==> src/rtl/alu_op_sequencer.sv <==
// alu_op_sequencer: control and result stage for the ALU's 7:1 result mux.
// A request (opcode plus two operands) is accepted in IDLE. The operands and
// the opcode are registered, and the opcode drives the mux select lines. After
// SETTLE cycles the mux output is captured together with the zero and negative
// flags. Opcode 3'b111 has no mux input: it gets an immediate err response and
// leaves the previous result visible.
//
// Optional feature macro: ALU_ACC_EN. When it is defined, an acc_sel input is
// added. acc_sel=1 at accept takes operand A from the last captured result,
// which allows chained operations.
//
// Handshake: start is sampled only in IDLE. done is high in DONE and is held
// until ack is sampled high. ack outside DONE and start outside IDLE have no
// effect, and the operands are not re-latched.

module alu_op_sequencer #(
    parameter int WIDTH  = 4,
    parameter int SETTLE = 1
) (
    input  logic             clk,
    input  logic             rst,
    input  logic             start,
    input  logic [2:0]       opcode,
    input  logic [WIDTH-1:0] a_in,
    input  logic [WIDTH-1:0] b_in,
`ifdef ALU_ACC_EN
    input  logic             acc_sel,
`endif
    input  logic             ack,
    output logic             busy,
    output logic             done,
    output logic [2:0]       sel,
    output logic [WIDTH-1:0] op_a,
    output logic [WIDTH-1:0] op_b,
    input  logic [WIDTH-1:0] mux_y,
    output logic [WIDTH-1:0] result,
    output logic             zero,
    output logic             neg,
    output logic             err
);

    // The settle counter is 4 bits wide because SETTLE is limited to 1..15.
    localparam logic [3:0] SETTLE_CNT = 4'(SETTLE);
    localparam logic [2:0] OP_INVALID = 3'b111;

    typedef enum logic [1:0] {
        ST_IDLE   = 2'd0,
        ST_SETTLE = 2'd1,
        ST_DONE   = 2'd2
    } state_t;

    state_t           state;
    state_t           state_next;
    logic [3:0]       cnt;
    logic             accept;
    logic             accept_valid;
    logic             accept_invalid;
    logic             capture;
    logic [WIDTH-1:0] a_src;

    // Decode the accept and capture events from the current state and inputs.
    always_comb begin
        accept         = (state == ST_IDLE) && start;
        accept_valid   = accept && (opcode != OP_INVALID);
        accept_invalid = accept && (opcode == OP_INVALID);
        capture        = (state == ST_SETTLE) && (cnt == 4'd1);
    end

    // Select the source of operand A. The accumulator path is optional.
    always_comb begin
`ifdef ALU_ACC_EN
        a_src = acc_sel ? result : a_in;
`else
        a_src = a_in;
`endif
    end

    // State register.
    always_ff @(posedge clk) begin
        if (rst) begin
            state <= ST_IDLE;
        end else begin
            state <= state_next;
        end
    end

    // Next-state logic: accept -> settle -> done -> wait for ack.
    always_comb begin
        state_next = state;
        case (state)
            ST_IDLE: begin
                if (accept_valid) begin
                    state_next = ST_SETTLE;
                end else if (accept_invalid) begin
                    state_next = ST_DONE;
                end
            end
            ST_SETTLE: begin
                if (capture) begin
                    state_next = ST_DONE;
                end
            end
            ST_DONE: begin
                if (ack) begin
                    state_next = ST_IDLE;
                end
            end
            default: begin
                state_next = ST_IDLE;
            end
        endcase
    end

    // Status outputs depend only on the state register.
    always_comb begin
        busy = (state != ST_IDLE);
        done = (state == ST_DONE);
    end

    // Register the select and operands on a valid accept. They stay stable
    // until the next valid accept.
    always_ff @(posedge clk) begin
        if (rst) begin
            sel  <= 3'b000;
            op_a <= '0;
            op_b <= '0;
        end else if (accept_valid) begin
            sel  <= opcode;
            op_a <= a_src;
            op_b <= b_in;
        end
    end

    // Settle counter: loaded on accept and decremented every edge while settling.
    always_ff @(posedge clk) begin
        if (rst) begin
            cnt <= 4'd0;
        end else if (accept_valid) begin
            cnt <= SETTLE_CNT;
        end else if (state == ST_SETTLE) begin
            cnt <= cnt - 4'd1;
        end
    end

    // Capture the mux output and its flags. Nothing else changes them, so an
    // err response leaves the previous result visible.
    always_ff @(posedge clk) begin
        if (rst) begin
            result <= '0;
            zero   <= 1'b0;
            neg    <= 1'b0;
        end else if (capture) begin
            result <= mux_y;
            zero   <= (mux_y == '0);
            neg    <= mux_y[WIDTH-1];
        end
    end

    // Error flag: set by an invalid request and cleared by the next valid one.
    always_ff @(posedge clk) begin
        if (rst) begin
            err <= 1'b0;
        end else if (accept_invalid) begin
            err <= 1'b1;
        end else if (accept_valid) begin
            err <= 1'b0;
        end
    end

    // Simulation-time sanity check of the settle parameter range.
    always_ff @(posedge clk) begin
        if (!rst) begin
            assert (SETTLE >= 1 && SETTLE <= 15)
                else $error("alu_op_sequencer: SETTLE=%0d outside 1..15", SETTLE);
        end
    end

endmodule

==> config.mk <==
export PLATFORM = sky130hd
export DESIGN_NAME = alu_op_sequencer
export DESIGN_NICKNAME = d
export VERILOG_FILES = /design/src/rtl/alu_op_sequencer.sv
export SDC_FILE = /design/constraint.sdc
export NUM_CORES = 1
export LEC_CHECK = 0
export CAP_MARGIN = 25
export CELL_PAD_IN_SITES_DETAIL_PLACEMENT = 0
export CELL_PAD_IN_SITES_GLOBAL_PLACEMENT = 2
export CORE_MARGIN = 2
export CORE_UTILIZATION = 24
export CTS_CLUSTER_DIAMETER = 50
export DETAILED_ROUTE_END_ITERATION = 6
export PLACE_DENSITY = 0.75
export SETUP_SLACK_MARGIN = 0.15
export SLEW_MARGIN = 10
export SYNTH_ARGS = -nofsm -noshare
export SYNTH_HDL_FRONTEND = slang
export SYNTH_SLANG_ARGS = --single-unit
==> constraint.sdc <==
create_clock -name clk -period 1.6 [get_ports clk]
set_input_delay 0.4 -clock clk [delete_from_list [all_inputs] [get_ports clk]]
set_output_delay 0.4 -clock clk [all_outputs]
set_load 0.005 [all_outputs]
==> out/qor.yml <==
status: "finished, final reports clean"
pwr-share-clk_pct: 26.2
start_util_pct: 24.9
worst_ep_arrival_time_ps: 1020
crit_fanout: 4
power.internal_uw: 990
holdCritPathClass: "reg2reg"
p_sw_share_pct: 27.5
rrSetupSlack_ps: 210
p_leak_nw: 0.664
synthSimpleGateAreaFrac_pct: 23.0
powerDensity_nw_per_um2: 880
synthesis.area_sq_um: 1000
fmax_mhz: 703
root_buffer: "clkbuf_8"
worst_hold_startpoint: "zero$_SDFFE_PP0P_"
holdBufCountCts: 0
multiInputGateArea_sq_um: 504
holdPathEnd: "zero$_SDFFE_PP0P_"
final_nets: 181
overflow: 0
crit_required_ps: 1200
syn_nets: 131
power_mw: 1.37
core_area_sq_um: 4030
antenna_left: 0
final_common_cell: "dlygate4sd2_1"
antenna_found_initial: 0
die_x_um: 68.7
placed_area_sq_um: 1490
yosys.area.top_type: "dfxtp_1"
end_kind: "output port"
vias: 987
via_per_inst: 4.72
placementRows: 23
first_iter_violations: 23
grt_pass1_vias: 1017
synth-seq-cells: 23
cts_tree: "done"
pin_count: 39
io_buffers: 38
clkSlewWorstSetupHoldPaths_ps: 80
setup_violations: 0
wl_per_cell_um: 13.1
design_area_sq_um: 1550
final_cell_mix: "19 x dlygate4sd2_1, 17 x clkdlybuf4s50_1, 14 x nand3_1, 14 x buf_4, 13 x a21oi_1"
synthTopCellsByArea: "dfxtp_1 46%, nand3_1 7.0%, a21oi_1 6.5%"
hold_violations: 0
min_period_ps: 1420
synthCells: 110
maxCapViolCount: 0
setup_ws_ps: 178
cts_buffers: 3
p_switching_uw: 376
area_growth_pct: 54.5
post-place-ws_ps: -216
synthAdderAreaFrac_pct: 2.49
rsz0062_at_grt: "yes"
ff2ff_path_depth: 4
timing.rr.end: "sel[2]$_SDFFE_PP0P_"
grt_max_degree: 13
cts-htree-levels: 1
setup_tns_ps: 0
regArea_sq_um: 478
drc: 0
finalNonFillerCells: 209
dr.pass1.iters: 4
relSlewSlack_pct: 81.0
synth_compound_area_share_pct: 20.7
cts.path.max_buffers: 2
drive_gt1_share_pct: 24.5
n_fill_cell: 425
ys_types: 32
numPlacedInstances: 203
fin_skew_ps: 1.14
share_seq_of_total_power_pct: 47.7
slew_viol_final: 0
worst_pin_slew_ps: 284
ys_seq_area_share_pct: 45.8
die_y_um: 68.7
yosys_warnings: 0
start_kind: "flip-flop"
rr_startpoint: "state[1]$_SDFFE_PP0P_"
holdPathStages: 2
peakVddDrop_v: 0.000342
drt-total-wl_um: 2750
grt_usage_pct: 12.9
combPwrFrac_pct: 26.1
dp_hpwl_um: 1970
n_antenna_cell: 0
critPathKind: "reg2out"
muxShareOfSynthArea_pct: 0
clkLatencyLatePin_ps: 260
gp_congestion: 0.671
synth_top_area_share_pct: 45.8
synth_xor_area_share_pct: 1.74
finalCritPeriodShare_pct: 88.9
grt_pass1_wl_um: 4560
synth_top_family_by_area: "simple AND/OR/NAND/NOR gates"
avgSynthCellArea_sq_um: 9.13
cts.sinks: 23
fp.dieArea_sq_um: 4720
-- metrics by stage --
| step | hold WS, ps | util, % |
|---|---|---|
| after floorplan | 466 | - |
| after global placement | 463 | 37.1 |
| after detailed placement | 470 | 37.1 |
| after CTS | 479 | 38.5 |
| after global routing | 510 | 38.5 |
| final | 472 | 38.5 |
-- state kept, by name (all words and copies together) (netlist names) --
register	flops
cnt	4
err	1
op_a	4
op_b	4
result	4
sel	3
state	2
zero	1
-- repair_timing --
| action | in CTS | in global routing |
|---|---|---|
| gates cloned | 1 | 0 |
| endpoints found under the setup margin | 34 | 16 |
| pin swaps | 1 | 0 |
| setup buffers | 1 | 0 |
| gates resized for setup | 39 | 7 |
-- power groups by stage --
stage          combinational, mW  sequential (mW)  clock [mW]
3_3_place_gp               0.358            0.661           0
3_5_place_dp               0.363            0.663           0
2_1_floorplan              0.186            0.658           0
4_1_cts                    0.353            0.651       0.376
5_1_grt                    0.398            0.659       0.388
6_report                   0.356            0.652       0.358
-- worst max path at each step --
| stage | startpoint | end | slack [ps] | cells after the start |
|---|---|---|---|---|
| 2_1_floorplan | cnt[1]$_SDFFE_PP0P_ | state[0]$_SDFFE_PP0P_ | 280 | 6 |
| 3_3_place_gp | start | sel[0]$_SDFFE_PP0P_ | -200 | 4 |
| 3_5_place_dp | start | sel[2]$_SDFFE_PP0P_ | -220 | 4 |
| 4_1_cts | state[0]$_SDFFE_PP0P_ | done | 80 | 3 |
| 5_1_grt | cnt[1]$_SDFFE_PP0P_ | result[1]$_SDFFE_PP0P_ | 130 | 5 |
| 6_report | state[1]$_SDFFE_PP0P_ | busy | 180 | 2 |
-- critical path: stages (launching register included) --
cell and delay (ps):
dfxtp_2 340, or2_2 290, buf_2 130
-- per-layer routing --
metal | wire, um | part of all wire, % | GRT usage, %
met4 | 26 | 0.95 | 5.15
met1 | 1360 | 49 | 17.7
met2 | 1260 | 46 | 19.8
met3 | 103 | 3.8 | 2.76
met5 | 0 | 0 | 0
-- synthesized netlist by cell type --
master      n
buf_1       1
buf_2       2
clkbuf_1    2
xor2_1      1
or3b_4      1
nand3_1    14
nand3b_1    1
nor2_1      3
a21oi_1    13
or2_2       1
a2111oi_1   1
nor2_8      1
buf_6       2
o221a_1     3
or3b_1      1
o21a_1      2
o21ai_1     8
nand2b_1    1
inv_1       3
buf_4       1
nor3b_1     1
dfxtp_1    23
nor3_1      4
o22ai_1     1
nor4_1      2
and3_1      2
a22oi_1     1
o21ai_0     6
nor3b_2     1
nor2b_1     4
ha_1        2
xnor2_1     1
-- cell type report --
cell class / count / share of cell area (%)
multi-input cells: 77 / 32.5
repair buffers: 52 / 29.1
well taps: 50 / 4.03
flip-flops and latches: 23 / 30.8
clock buffers: 4 / 2.90
inverters: 3 / 0.725
-- kinds of logic after synthesis --
family,count (synthesis)
adder cells (fa/ha/maj),2
buffers and inverters,11
AO/OA/AOI/OAI,35
XOR/XNOR,2
AND/OR/NAND/NOR,37
flip-flops,23
Note: power is estimated with default switching activity, not from simulation.
